**src/rtl/mod_addsub_pipe.sv**
```systemverilog
// -----------------------------------------------------------------------------
// mod_addsub_pipe
//
// Pipelined add/subtract unit with a valid/ready handshake on both sides.
// The operation is computed in stage 0 at DATA_W+1 bits. The remaining stages
// only delay the result. Each stage loads whenever it is empty or the stage
// after it is loading, so empty slots fill even while the output is stalled.
// A 16-bit saturating counter records overflowed beats handed downstream.
//
// Handshake: a beat moves on a rising clk edge when its valid and the matching
// ready are both high. Once a beat is valid it is held stable until it is
// taken. o_ready is combinational and may depend on i_ready.
//
// Parameters:
//   DATA_W  operand/result width (2..32)
//   STAGES  pipeline register stages, output register included (1..4)
//   SAT_EN  1 = clamp on overflow, 0 = wrap modulo 2^DATA_W
//
// Ports:
//   clk        clock, all state on rising edge
//   rst_x      asynchronous active-low reset
//   i_valid    input beat valid
//   o_ready    unit can accept an input beat this cycle
//   i_op       0 = a+b, 1 = a-b (sampled with the beat)
//   i_signed   1 = two's-complement operands, 0 = unsigned
//   i_in_a     operand a
//   i_in_b     operand b
//   o_valid    output beat valid
//   i_ready    downstream accepts the output beat
//   o_out      result
//   o_ovf      overflow flag aligned with o_out
//   i_cnt_clr  synchronous clear of o_ovf_cnt (wins over increment)
//   o_ovf_cnt  saturating count of overflowed beats delivered
// -----------------------------------------------------------------------------
module mod_addsub_pipe #(
    parameter int DATA_W = 8,
    parameter int STAGES = 2,
    parameter int SAT_EN = 1
) (
    input  logic              clk,
    input  logic              rst_x,
    input  logic              i_valid,
    output logic              o_ready,
    input  logic              i_op,
    input  logic              i_signed,
    input  logic [DATA_W-1:0] i_in_a,
    input  logic [DATA_W-1:0] i_in_b,
    output logic              o_valid,
    input  logic              i_ready,
    output logic [DATA_W-1:0] o_out,
    output logic              o_ovf,
    input  logic              i_cnt_clr,
    output logic [15:0]       o_ovf_cnt
);

    localparam int LAST = STAGES - 1;

    // Pipeline state
    logic [STAGES-1:0] v_q, v_d;
    logic [STAGES-1:0] ovf_q, ovf_d;
    logic [DATA_W-1:0] data_q [STAGES];
    logic [DATA_W-1:0] data_d [STAGES];
    logic [15:0]       cnt_q, cnt_d;

    // Per-stage load enables
    logic [STAGES-1:0] en;
    logic              en_run;
    logic              accept;
    logic              cnt_inc;

    // Stage-0 arithmetic
    logic [DATA_W:0]   ext_a, ext_b, raw;
    logic [DATA_W-1:0] sat_val, res;
    logic              res_ovf;

    // Enable chain from the output backwards: a stage may load if it is empty
    // or its contents are moving on this cycle.
    always_comb begin
        en     = '0;
        en_run = i_ready;
        for (int k = STAGES - 1; k >= 0; k--) begin
            en_run = ~v_q[k] | en_run;
            en[k]  = en_run;
        end
    end

    assign o_ready = en[0];
    assign accept  = i_valid & en[0];

    // Extend one bit so the top bit of raw carries carry/borrow (unsigned)
    // or the true sign of the result (signed).
    always_comb begin
        ext_a = i_signed ? {i_in_a[DATA_W-1], i_in_a} : {1'b0, i_in_a};
        ext_b = i_signed ? {i_in_b[DATA_W-1], i_in_b} : {1'b0, i_in_b};
        raw   = i_op ? (ext_a - ext_b) : (ext_a + ext_b);

        if (i_signed) begin
            // Result does not fit when the true sign differs from the
            // sign bit of the truncated result.
            res_ovf = raw[DATA_W] ^ raw[DATA_W-1];
            sat_val = raw[DATA_W] ? {1'b1, {(DATA_W-1){1'b0}}}
                                  : {1'b0, {(DATA_W-1){1'b1}}};
        end else begin
            // Add: carry out. Subtract: borrow, i.e. a < b.
            res_ovf = raw[DATA_W];
            sat_val = i_op ? '0 : '1;
        end

        if ((SAT_EN != 0) && res_ovf) begin
            res = sat_val;
        end else begin
            res = raw[DATA_W-1:0];
        end
    end

    // Next-state for every stage
    always_comb begin
        v_d   = v_q;
        ovf_d = ovf_q;
        for (int k = 0; k < STAGES; k++) begin
            data_d[k] = data_q[k];
        end

        if (en[0]) begin
            v_d[0] = accept;
            if (accept) begin
                data_d[0] = res;
                ovf_d[0]  = res_ovf;
            end
        end

        for (int k = 1; k < STAGES; k++) begin
            if (en[k]) begin
                v_d[k]    = v_q[k-1];
                data_d[k] = data_q[k-1];
                ovf_d[k]  = ovf_q[k-1];
            end
        end
    end

    // Overflow event counter, counted only on a completed output handshake
    assign cnt_inc = v_q[LAST] & i_ready & ovf_q[LAST];

    always_comb begin
        cnt_d = cnt_q;
        if (i_cnt_clr) begin
            cnt_d = '0;
        end else if (cnt_inc && (cnt_q != 16'hFFFF)) begin
            cnt_d = cnt_q + 16'd1;
        end
    end

    always_ff @(posedge clk or negedge rst_x) begin
        if (!rst_x) begin
            v_q   <= '0;
            ovf_q <= '0;
            cnt_q <= '0;
            for (int k = 0; k < STAGES; k++) begin
                data_q[k] <= '0;
            end
        end else begin
            v_q   <= v_d;
            ovf_q <= ovf_d;
            cnt_q <= cnt_d;
            for (int k = 0; k < STAGES; k++) begin
                data_q[k] <= data_d[k];
            end
        end
    end

    assign o_valid   = v_q[LAST];
    assign o_out     = data_q[LAST];
    assign o_ovf     = ovf_q[LAST];
    assign o_ovf_cnt = cnt_q;

endmodule

```
**config.mk**
```make
export PLATFORM = sky130hd
export DESIGN_NAME = mod_addsub_pipe
export DESIGN_NICKNAME = d
export VERILOG_FILES = /design/src/rtl/mod_addsub_pipe.sv
export SDC_FILE = /design/constraint.sdc
export NUM_CORES = 1
export LEC_CHECK = 0
export CORE_MARGIN = 4
export CORE_UTILIZATION = 36
export CTS_BUF_LIST = sky130_fd_sc_hd__clkbuf_8
export DETAILED_ROUTE_END_ITERATION = 12
export PLACE_DENSITY = 0.57
export SLEW_MARGIN = 10
export SYNTH_ARGS = -nofsm -noshare
export SYNTH_HDL_FRONTEND = slang
export SYNTH_SLANG_ARGS = --single-unit
```
**constraint.sdc**
```tcl
create_clock -name clk -period 2.4 [get_ports clk]
set_clock_uncertainty 0.05 [all_clocks]
set_input_delay 0.48 -clock clk [delete_from_list [all_inputs] [get_ports clk]]
set_output_delay 0.48 -clock clk [all_outputs]
set_load 0.02 [all_outputs]
```
=== Word level (Yosys, flattened, before mapping) ===
Cells that the tools add are included.
Widths: inputs -> output; s select.

* Logic and storage cells: 32
* Register bits after elaboration: 36
* Bits in latches: 0
* ROM bits: 0
* RAM bits: 0
* Memories kept: 0
* Input bits: 23
* Output and inout port bits: 27

* Add/sub/neg operators: 3
* Magnitude comparators: 0
* Div/mod/pow operators: 0
* Shift operators: 0
* Eq/ne operators: 1
* Mux-type cells: 10
* Reduce and logical (&&, ||, !) cells: 3
* $mul: 0
* Bitwise operators: 8

{| class="wikitable"
|+ Operators with widths
! kind !! count
|-
| $mux 16 || 2
|-
| $mux 8 || 4
|-
| $mux 9 || 3
|-
| $add 16x1->16 const B || 1
|-
| $ne 16x16->1 const B || 1
|-
| $add 9x9->9 || 1
|-
| $sub 9x9->9 || 1
|-
| $and 1x1->1 || 3
|-
| $not 1->1 || 2
|-
| $or 1x1->1 || 2
|-
| $reduce_and 2->1 || 1
|-
| $reduce_bool 2->1 || 1
|-
| $logic_and 1x1->1 || 1
|-
| $mux 1 || 1
|-
| $xor 1x1->1 || 1
|}

=== Depth between registers and ports, before layout ===
Gate-level depths: netlist of run 1.

* Word-level depth: 6
* Gate-level depth with buffers: 13
* Mapped depth without buffers: 13

=== Worst setup path before layout of run 1 ===
Ideal clock, no wire load.

* Path type: input -> register
* From: in i_in_b[2]
* To: reg data_q[11] in the netlist's numbering
* Data arrival time: 2651 ps
* Setup slack: -432 ps
* Stages: 11
* Library setup time: 132 ps
* Path through: nor4_1 -> a21oi_1 -> xnor2_1 -> ha_1 -> a21oi_1 -> o21ai_0 -> a21oi_1 -> nor4_1 -> or2_4 -> a211oi_4 -> o21ai_1

* Word-level cells in the longest chain between the ends: 6
* Elaborated cells on any way between the ends: 9

{| class="wikitable"
|+ RTL lines
! what !! line !! source
|-
| start: declaration || 47 || <nowiki>input logic [DATA_W-1:0] i_in_b,</nowiki>
|-
| $mux 9 (*) || 94 || <nowiki>ext_b = i_signed ? {i_in_b[DATA_W-1], i_in_b} : {1'b0, i_in_b};</nowiki>
|-
| $add 9x9->9 or $sub 9x9->9 (tied branches) || 95 || <nowiki>raw = i_op ? (ext_a - ext_b) : (ext_a + ext_b);</nowiki>
|-
| $mux 9 (*) || 95 ||
|-
| $mux 8 or $xor 1x1->1 (tied branches) || 101, 100 ||
|-
| $mux 8 or $mux 1 (tied branches) || 97 || <nowiki>if (i_signed) begin</nowiki>
|-
| $mux 8 (*) || 109 || <nowiki>if ((SAT_EN != 0) && res_ovf) begin</nowiki>
|-
| end signal: indexed assignment || 166 || <nowiki>data_q[k] <= data_d[k];</nowiki>
|-
| end: declaration || 61 || <nowiki>logic [DATA_W-1:0] data_q [STAGES];</nowiki>
|}

Every way passes the cells marked *; elsewhere a longest branch is shown, timed or not.
A chain may end at the register's enable or synchronous reset.

=== Worst setup path in the final report of run 1 ===
* From: in i_in_b[0]
* To: reg data_q[10] in the netlist's numbering

Same word-level chain as after synthesis.

==> results of run 1 <==
## area by class of cell
type                    instances  area [um^2]
multi-input cells             187         1410
repair buffers                 95          832
flip-flops and latches         36          901
clock buffers                   6         82.6
clock inverters                 2         7.51
well taps                      75         93.8
inverters                       8         40.0
fillers                       565         2660
## registers in the layout, summed over array words and instances, names as in the netlist
signal / cells
o_out: 8
data_q: 8
v_q: 2
o_ovf_cnt: 16
ovf_q: 2
## how the worst max path moves through the flow
stage / to / depth (start not counted)
final: data_q[10] / 14
after global placement: data_q[12] / 14
after floorplan: data_q[10] / 11
after global routing: data_q[13] / 14
after CTS: data_q[12] / 13
after detailed placement: data_q[9] / 13
## where the power goes
group	total, mW	internal (mW)	switching, mW
Combinational	0.890	0.469	0.421
Sequential	0.794	0.728	0.0664
Clock	0.426	0.225	0.200
Total	2.11	1.42	0.688
## metal layers
layer	global-route usage (%)	part of all wire, %	wire length [um]	up-vias
li1	-	-	-	1017
met1	18.7	47	2310	891
met2	22.2	46	2310	43
met3	2.18	4.8	240	8
met4	6.69	2.2	107	0
met5	0	0	0	-
## placed cells by master (no fill, tap or decap), drive strengths merged, types with 8 or more instances in the layout
master | synthesis | final
nand2 | 20 | 20
inv | 8 | 10
clkdlybuf4s50 | 0 | 41
xnor2 | 11 | 11
nand3 | 8 | 8
dfrtp | 36 | 36
mux2 | 9 | 9
buf | 11 | 49
a21oi | 21 | 21
ha | 10 | 10
nor2 | 37 | 37
xor2 | 12 | 12
## metrics by stage
| stage | hold slack, ps | util, % | worst slack, ps | total power [mW] |
|---|---|---|---|---|
| 2_1_floorplan | 134 | - | -338 | 1.33 |
| 3_3_place_gp | 395 | 51.0 | -1050 | 1.58 |
| 3_5_place_dp | 402 | 51.0 | -1090 | 1.60 |
| 4_1_cts | 417 | 54.3 | -470 | 2.07 |
| 5_1_grt | 443 | 55.8 | -509 | 2.26 |
| 6_report | 422 | 55.8 | -400 | 2.11 |
## what timing repair did
item,in CTS,in global routing
setup buffers,12,6
setup endpoints to repair,9,9
resized for setup,30,18
pin swaps,31,20
## worst max-delay path, delay by kind of cell
family | cells | cell delay, ps
simple gates | 3 | 560
fa+ha+maj | 1 | 380
compound gates | 5 | 590
buf+inv | 3 | 380
xor+xnor | 2 | 530
## cell families after synthesis
logic type                 synth area share [%]
adders and majority gates                  6.41
and+or+nand+nor                            22.1
AOI/OAI and AO/OA                          11.1
muxes                                      5.80
buffers and inverters                      4.81
xor gates and xnor gates                   10.0
DFF                                        39.8
==> run_results.csv, run 1 <==
group,metric,value,unit
sta,finalHoldViolCount,0,
global_routing,grt_pass1_wl,8540,um
place,dpl.hpwl,3780,um
sta,slew_viol_final,0,
critical_path,arrival,2920,ps
min_path,min_path_cells,1,
global_routing,grt_pass1_vias,1899,
floorplan,die_x,87.3,um
synthesis,async_flop_share,100,%
synthesis,synthCells,244,
place,dp_cells,385,
place,port_buffers,49,
synthesis,yosys_warnings,0,
critical_path,r2r_start,"o_ovf_cnt[3]",
sta,layout_setup_ws,-400,ps
routing,via_count,1959,
critical_path,path_max_fanout,8,
pwr,p_leak,1.45,nW
clock_tree,clk_pin_slew_worst_paths,60,ps
critical_path,cp_slowest_cell,"xor3_2",
synthesis,ys_top_cells_by_count,"37 x nor2_1, 36 x dfrtp_1, 20 x a21oi_1, 20 x nand2_1, 12 x xor2_1",
synthesis,seq_area_frac_synth,39.8,%
sta,worstMarginPinSlew,575,ps
critical_path,rr_endpoint,"o_ovf_cnt[6]",
clock_tree,clkLatencyLatePin,290,ps
critical_path,path_class,"input pin to register",
routing,wl_per_cell,12.1,um
clock_tree,tritoncts,"done",
synthesis,synth_nets,278,
critical_path,critPathMaxStageDelay,390,ps
critical_path,path_common_cell,"a21oi_2",
synthesis,yosys-top-cells-area,"dfrtp_1 40%, nor2_1 6.1%, ha_1 5.5%",
global_routing,track_usage,14.0,%
synthesis,synth_edf_count,0,
place,place_congestion,0.775,
routing,drcViolationCount,0,
floorplan,rows,28,
min_path,min_path_type,"register to register",
sta,fin_crit_sh,117,%
clock_tree,h-tree-depth,2,
critical_path,cp-start-kind,"input pin",
routing,drtIter0Drc,58,
status,violations,"setup timing",
clock_tree,numCtsBuffers,5,
global_routing,gr-total-overflow,0,
synthesis,synth_flop_cell,"dfrtp_1",
final_layout,antennaDiodeCount,0,
pwr,p_per_area,627,mW/mm^2
sta,setup-tns-final,-3340,ps
final_layout,syn_to_final_growth,48.6,%
synthesis,avgSynthCellArea,9.28,um^2
sta,setup_viol,9,
clock_tree,cts.sinks,36,
clock_tree,cts_root_buf,"clkbuf_8",
routing,postRouteAntennaNets,0,
clock_tree,cts.path.max_buffers,2,
floorplan,fp.dieH,87.3,um
critical_path,critPathCaptureType,"register",
sta,fmax,357,MHz
flow_run,cap_violations,0,
floorplan,initial_core_util,37.6,%
floorplan,die-area,0.00762,mm^2
final_layout,stdcell_area,0.00336,mm^2
min_path,hp-start,"v_q[0]",
critical_path,crit_required,2520,ps
global_routing,grt_antenna_before_repair,0,
critical_path,crit_chain,"buf_8, buf_6, nor4_4, buf_4, a21oi_2, xnor2_1, ha_2, nand2b_4, a21oi_1, a211o_1, o21ai_2, xor3_2, nand2_1, a21oi_2",
final_layout,finalNonFillerCells,409,
routing,viasPerCell,4.79,
routing,dr.pass1.iters,4,
synthesis,yosys_register_bits,36,
critical_path,startpoint,"i_in_b[0]",
sta,rsz0062_at_grt,"yes",
clock_tree,hold_buffers,0,
final_layout,drive_above_1_share,31.4,%
synthesis,synthDominantCellAreaShare,39.8,%
status,run_status,"complete, but fails checks",
synthesis,synth.distinct_cells,42,
final_layout,nets,367,
min_path,whs_endpoint,"v_q[1]",
synthesis,synth_most_common_cell,"nor2_1",
floorplan,pin_count,50,
sta,relSlewSlack,61.6,%
pwr,peakVddDrop,0.000408,V
floorplan,core-area,0.00603,mm^2
place,place_area,0.00307,mm^2
global_routing,grt_max_degree,37,
critical_path,reg2reg_slack,300,ps
synthesis,synth_area_leader_cell,"dfrtp_1",
sta,finalCriticalPeriod,2800,ps
routing,drt_wl_total,4960,um
synthesis,netlist_area,0.00226,mm^2
critical_path,rr_worst_depth,7,
Note: power is estimated with default switching activity, not from simulation.
==> run 2: changes to the inputs <==
- CELL_PAD_IN_SITES_DETAIL_PLACEMENT: not set -> 0
- CELL_PAD_IN_SITES_GLOBAL_PLACEMENT: not set -> 1
- PLACE_DENSITY: 0.57 -> 0.73
==> run_results.csv, run 2 (synthesized netlist as in run 1, its figures left out) <==
group,metric,value,unit
routing,wl_per_cell,12.0,um
floorplan,core-area,0.00603,mm^2
global_routing,grt_pass1_wl,8560,um
routing,drt_wl_total,4830,um
floorplan,die-area,0.00762,mm^2
pwr,peakVddDrop,0.000312,V
critical_path,crit_chain,"buf_8, buf_6, nor4_4, buf_4, a21oi_4, xnor2_2, ha_4, nand2b_4, a21oi_2, a211o_1, o21ai_2, buf_4, nor3_2, a211oi_4, a21oi_1",
place,dpl.hpwl,3720,um
routing,wl_met2,2290,um
critical_path,cp-start-kind,"input pin",
pwr,p_per_area,615,mW/mm^2
final_layout,antennaDiodeCount,0,
global_routing,grt_antenna_before_repair,0,
sta,finalHoldViolCount,0,
final_layout,final_cell_mix,"41 x clkdlybuf4s50_1, 38 x buf_4, 36 x nor2_1, 36 x dfrtp_1, 18 x nand2_1",
clock_tree,tritoncts,"done",
floorplan,die_x,87.3,um
critical_path,crit_required,2500,ps
status,run_status,"complete, but fails checks",
pwr,p_leak,1.44,nW
global_routing,grt_max_degree,37,
sta,layout_setup_ws,-432,ps
critical_path,critPathMaxStageDelay,320,ps
sta,setup_viol,9,
sta,setup-tns-final,-3500,ps
final_layout,final_common_cell,"clkdlybuf4s50_1",
min_path,min_path_cells,1,
sta,relSlewSlack,60.4,%
critical_path,crit_family,"compound AO/OA/AOI/OAI gates",
min_path,hp-start,"v_q[0]",
sta,slew_viol_final,0,
critical_path,r2r_start,"o_ovf_cnt[3]",
critical_path,path_max_fanout,7,
status,violations,"setup timing",
routing,drcViolationCount,0,
final_layout,nets,362,
sta,rsz0062_at_grt,"yes",
place,port_buffers,49,
sta,fmax,353,MHz
global_routing,track_usage,13.6,%
floorplan,initial_core_util,37.6,%
routing,via_count,1905,
critical_path,cp_slowest_cell,"ha_4",
routing,top_layer_used,"met4",
routing,dr.pass1.iters,4,
critical_path,critPathCaptureType,"register",
sta,fin_crit_sh,118,%
min_path,min_path_type,"register to register",
clock_tree,cts_root_buf,"clkbuf_8",
critical_path,rr_worst_depth,7,
flow_run,cap_violations,0,
global_routing,grt_pass1_vias,1991,
routing,viasPerCell,4.72,
routing,dr_wl_met3,225,um
critical_path,arrival,2930,ps
min_path,whs_endpoint,"v_q[1]",
critical_path,rr_endpoint,"o_ovf_cnt[6]",
sta,finalCriticalPeriod,2830,ps
floorplan,pin_count,50,
sta,worstMarginPinSlew,592,ps
routing,postRouteAntennaNets,0,
final_layout,fin_util,55.4,%
place,place_congestion,0.774,
clock_tree,clkLatencyLatePin,270,ps
critical_path,path_common_cell,"buf_4",
clock_tree,cts.path.max_buffers,2,
clock_tree,numCtsBuffers,5,
clock_tree,h-tree-depth,2,
clock_tree,clk_pin_slew_worst_paths,70,ps
critical_path,reg2reg_slack,300,ps
global_routing,gr-total-overflow,0,
critical_path,path_class,"input pin to register",
final_layout,drive_above_1_share,29.5,%
pwr,power,2.05,mW
floorplan,rows,28,
final_layout,largest_register_ffs,16,
floorplan,fp.dieH,87.3,um
clock_tree,cts.sinks,36,
routing,drtIter0Drc,56,
critical_path,crit_buf_inv,4,
routing,wl_met1,2280,um
final_layout,syn_to_final_growth,47.5,%
clock_tree,hold_buffers,0,
final_layout,fillers,549,
run 2: metal layers:
metal  vias up  track usage, %
met1       865            18.0
li1       1004               -
met3         2            2.55
met5         -               0
met2        34            23.0
met4         0            3.35
run 2: per-stage QoR:
| stage | cells | instance area (um^2) | worst slack, ps | hold slack [ps] |
|---|---|---|---|---|
| final | 404 | 3340 | -432 | 426 |
| after global routing | 404 | 3340 | -576 | 442 |
| after CTS | 403 | 3260 | -503 | 427 |
| after detailed placement | 385 | 3070 | -1100 | 412 |
| after global placement | 385 | 3070 | -1070 | 393 |
| after floorplan | 244 | 2340 | -338 | 134 |
run 2: worst max-delay path by stage:
stage,from,endpoint,cells past startpoint,slack (ps)
floorplan,i_in_b[2],data_q[10],11,-340
global route,i_in_b[0],data_q[14],15,-580
CTS,i_in_b[0],data_q[10],15,-500
detailed placement,i_in_b[1],data_q[10],14,-1100
finish,i_in_b[0],data_q[8],15,-430
global placement,i_in_b[1],data_q[9],14,-1070
run 2: final cells by class:
| type | count | area (um^2) | area share, % |
|---|---|---|---|
| clock buffer | 6 | 82.6 | 2.47 |
| clock inverter | 2 | 7.51 | 0.225 |
| inverter | 8 | 40.0 | 1.20 |
| multi-input combinational | 187 | 1410 | 42.3 |
| sequential | 36 | 901 | 27.0 |
| tap | 75 | 93.8 | 2.81 |
| timing repair buffer | 90 | 801 | 24.0 |
run 2: power by group:
group	leakage, nW	internal (mW)	switching, mW	total, mW
Combinational	0.935	0.441	0.403	0.844
Sequential	0.450	0.728	0.0642	0.792
Clock	0.0538	0.225	0.193	0.419
Total	1.44	1.39	0.660	2.05
run 2: timing repair:
action,CTS,global route
buffers inserted,10,2
gates resized for setup,29,19
pin swaps,27,16
endpoints found under the setup margin,9,9
endpoints found under the hold margin,0,0
==> run 3: changes to the inputs <==
- CORE_MARGIN: 4 -> not set
==> run_results.csv, run 3 (synthesized netlist as in run 1, its figures left out) <==
group,metric,value,unit
pwr,p_per_area,609,mW/mm^2
place,dp_cells,385,
clock_tree,numCtsBuffers,5,
place,place_area,0.00307,mm^2
pwr,power,2.07,mW
place,place_congestion,0.786,
routing,drtIter0Drc,57,
sta,fin_crit_sh,119,%
final_layout,nets,369,
sta,slew_viol_final,0,
flow_run,cap_violations,0,
sta,layout_setup_ws,-447,ps
critical_path,path_class,"input pin to register",
sta,fmax,351,MHz
routing,drcViolationCount,0,
global_routing,grt_pass1_wl,8230,um
routing,postRouteAntennaNets,0,
critical_path,crit_required,2540,ps
min_path,min_path_type,"register to register",
status,run_status,"complete, but fails checks",
clock_tree,clk_pin_slew_worst_paths,70,ps
final_layout,final_common_cell,"buf_4",
pwr,p_leak,1.47,nW
critical_path,critPathCaptureType,"register",
final_layout,antennaDiodeCount,0,
sta,setup-tns-final,-3910,ps
final_layout,syn_to_final_growth,50.6,%
clock_tree,hold_buffers,0,
final_layout,finalNonFillerCells,410,
global_routing,grt_pass1_vias,1839,
sta,rsz0062_at_grt,"yes",
clock_tree,cts.sinks,36,
place,dp_slack,-1090,ps
status,violations,"setup timing",
floorplan,initial_core_util,37.8,%
critical_path,arrival,2990,ps
final_layout,stdcell_area,0.00341,mm^2
critical_path,path_max_fanout,3,
sta,worstMarginPinSlew,625,ps
floorplan,fp.dieH,81.3,um
global_routing,track_usage,16.1,%
clock_tree,cts.path.max_buffers,2,
clock_tree,tritoncts,"done",
floorplan,rows,28,
floorplan,pin_count,50,
place,port_buffers,49,
final_layout,fin_util,56.9,%
clock_tree,clkLatencyLatePin,280,ps
place,dpl.hpwl,3620,um
sta,setup_viol,9,
sta,finalCriticalPeriod,2850,ps
global_routing,gr-total-overflow,0,
routing,viasPerCell,4.81,
sta,timing.hold.ws,428,ps
critical_path,cp-start-kind,"input pin",
sta,finalHoldViolCount,0,
final_layout,drive_above_1_share,30.4,%
sta,relSlewSlack,58.2,%
final_layout,largest_register_ffs,16,
clock_tree,cts_root_buf,"clkbuf_8",
pwr,peakVddDrop,0.000356,V
routing,via_count,1973,
final_layout,final_cell_mix,"42 x buf_4, 41 x clkdlybuf4s50_1, 36 x dfrtp_1",
global_routing,grt_max_degree,37,
floorplan,die_x,81.3,um
routing,wl_per_cell,11.8,um
routing,dr.pass1.iters,4,
routing,drt_wl_total,4850,um
clock_tree,h-tree-depth,2,
floorplan,die-area,0.00661,mm^2
global_routing,grt_antenna_before_repair,0,
floorplan,core-area,0.00599,mm^2
==> run 3: cell count changes in the layout (fill, tap and decap cells not counted), moves of 2 or more <==
cell / before / now
clkdlybuf4s15_2: 0 / 2
buf_12: 0 / 2
buf_4: 38 / 42
ha_1: 6 / 8
==> run 3: layer usage <==
layer,track usage [%],up-vias,part of all wire (%)
li1,-,1017,-
met1,21.3,910,48
met2,26.8,41,48
met3,2.81,5,3.5
met4,4.29,0,0.78
met5,0,-,0
==> run 3: what timing repair did <==
action                                  4_1_cts  5_1_grt
gates resized for setup                      32       14
endpoints found under the setup margin        9        9
pin swaps                                    31       26
buffers inserted                             15        5
==> run 3: report_power, final <==
group,total [mW],switching [mW],internal [mW]
combinational,0.888,0.417,0.471
sequential,0.797,0.0684,0.728
clock,0.390,0.198,0.193
total,2.07,0.683,1.39
==> run 3: critical path, stage by stage <==
cell and delay, ps:
clkdlybuf4s15_2 220, buf_6 140, nor3b_4 230, buf_4 150
a21oi_2 50, xnor2_1 140, ha_2 410, nand2_4 90
o21ai_4 170, a21oi_4 60, o31a_1 130, or2_4 260
buf_6 120, and3b_1 150, o31ai_1 210
==> run 3: worst paths after layout <==
| kind | from | to | slack [ps] | cells past startpoint |
|---|---|---|---|---|
| max | i_in_b[2] | data_q[15] | -450 | 15 |
| min | data_q[15] | data_q[15] | 430 | 2 |
| max reg2reg | o_ovf_cnt[3] | o_ovf_cnt[6] | 270 | 7 |
| min reg2reg | data_q[15] | data_q[15] | 430 | 2 |
| max in group asynchronous | rst_x | o_ovf_cnt[9] | 1420 | 2 |
| min in group asynchronous | rst_x | o_out[4] | 560 | 2 |
==> run 3: area by class of cell <==
type / instances / area (um^2)
timing repair buffer: 97 / 885
sequential: 36 / 901
fill: 537 / 2580
clock inverter: 2 / 8.76
multi-input combinational: 187 / 1410
inverter: 8 / 40.0
clock buffer: 5 / 68.8
tap: 75 / 93.8
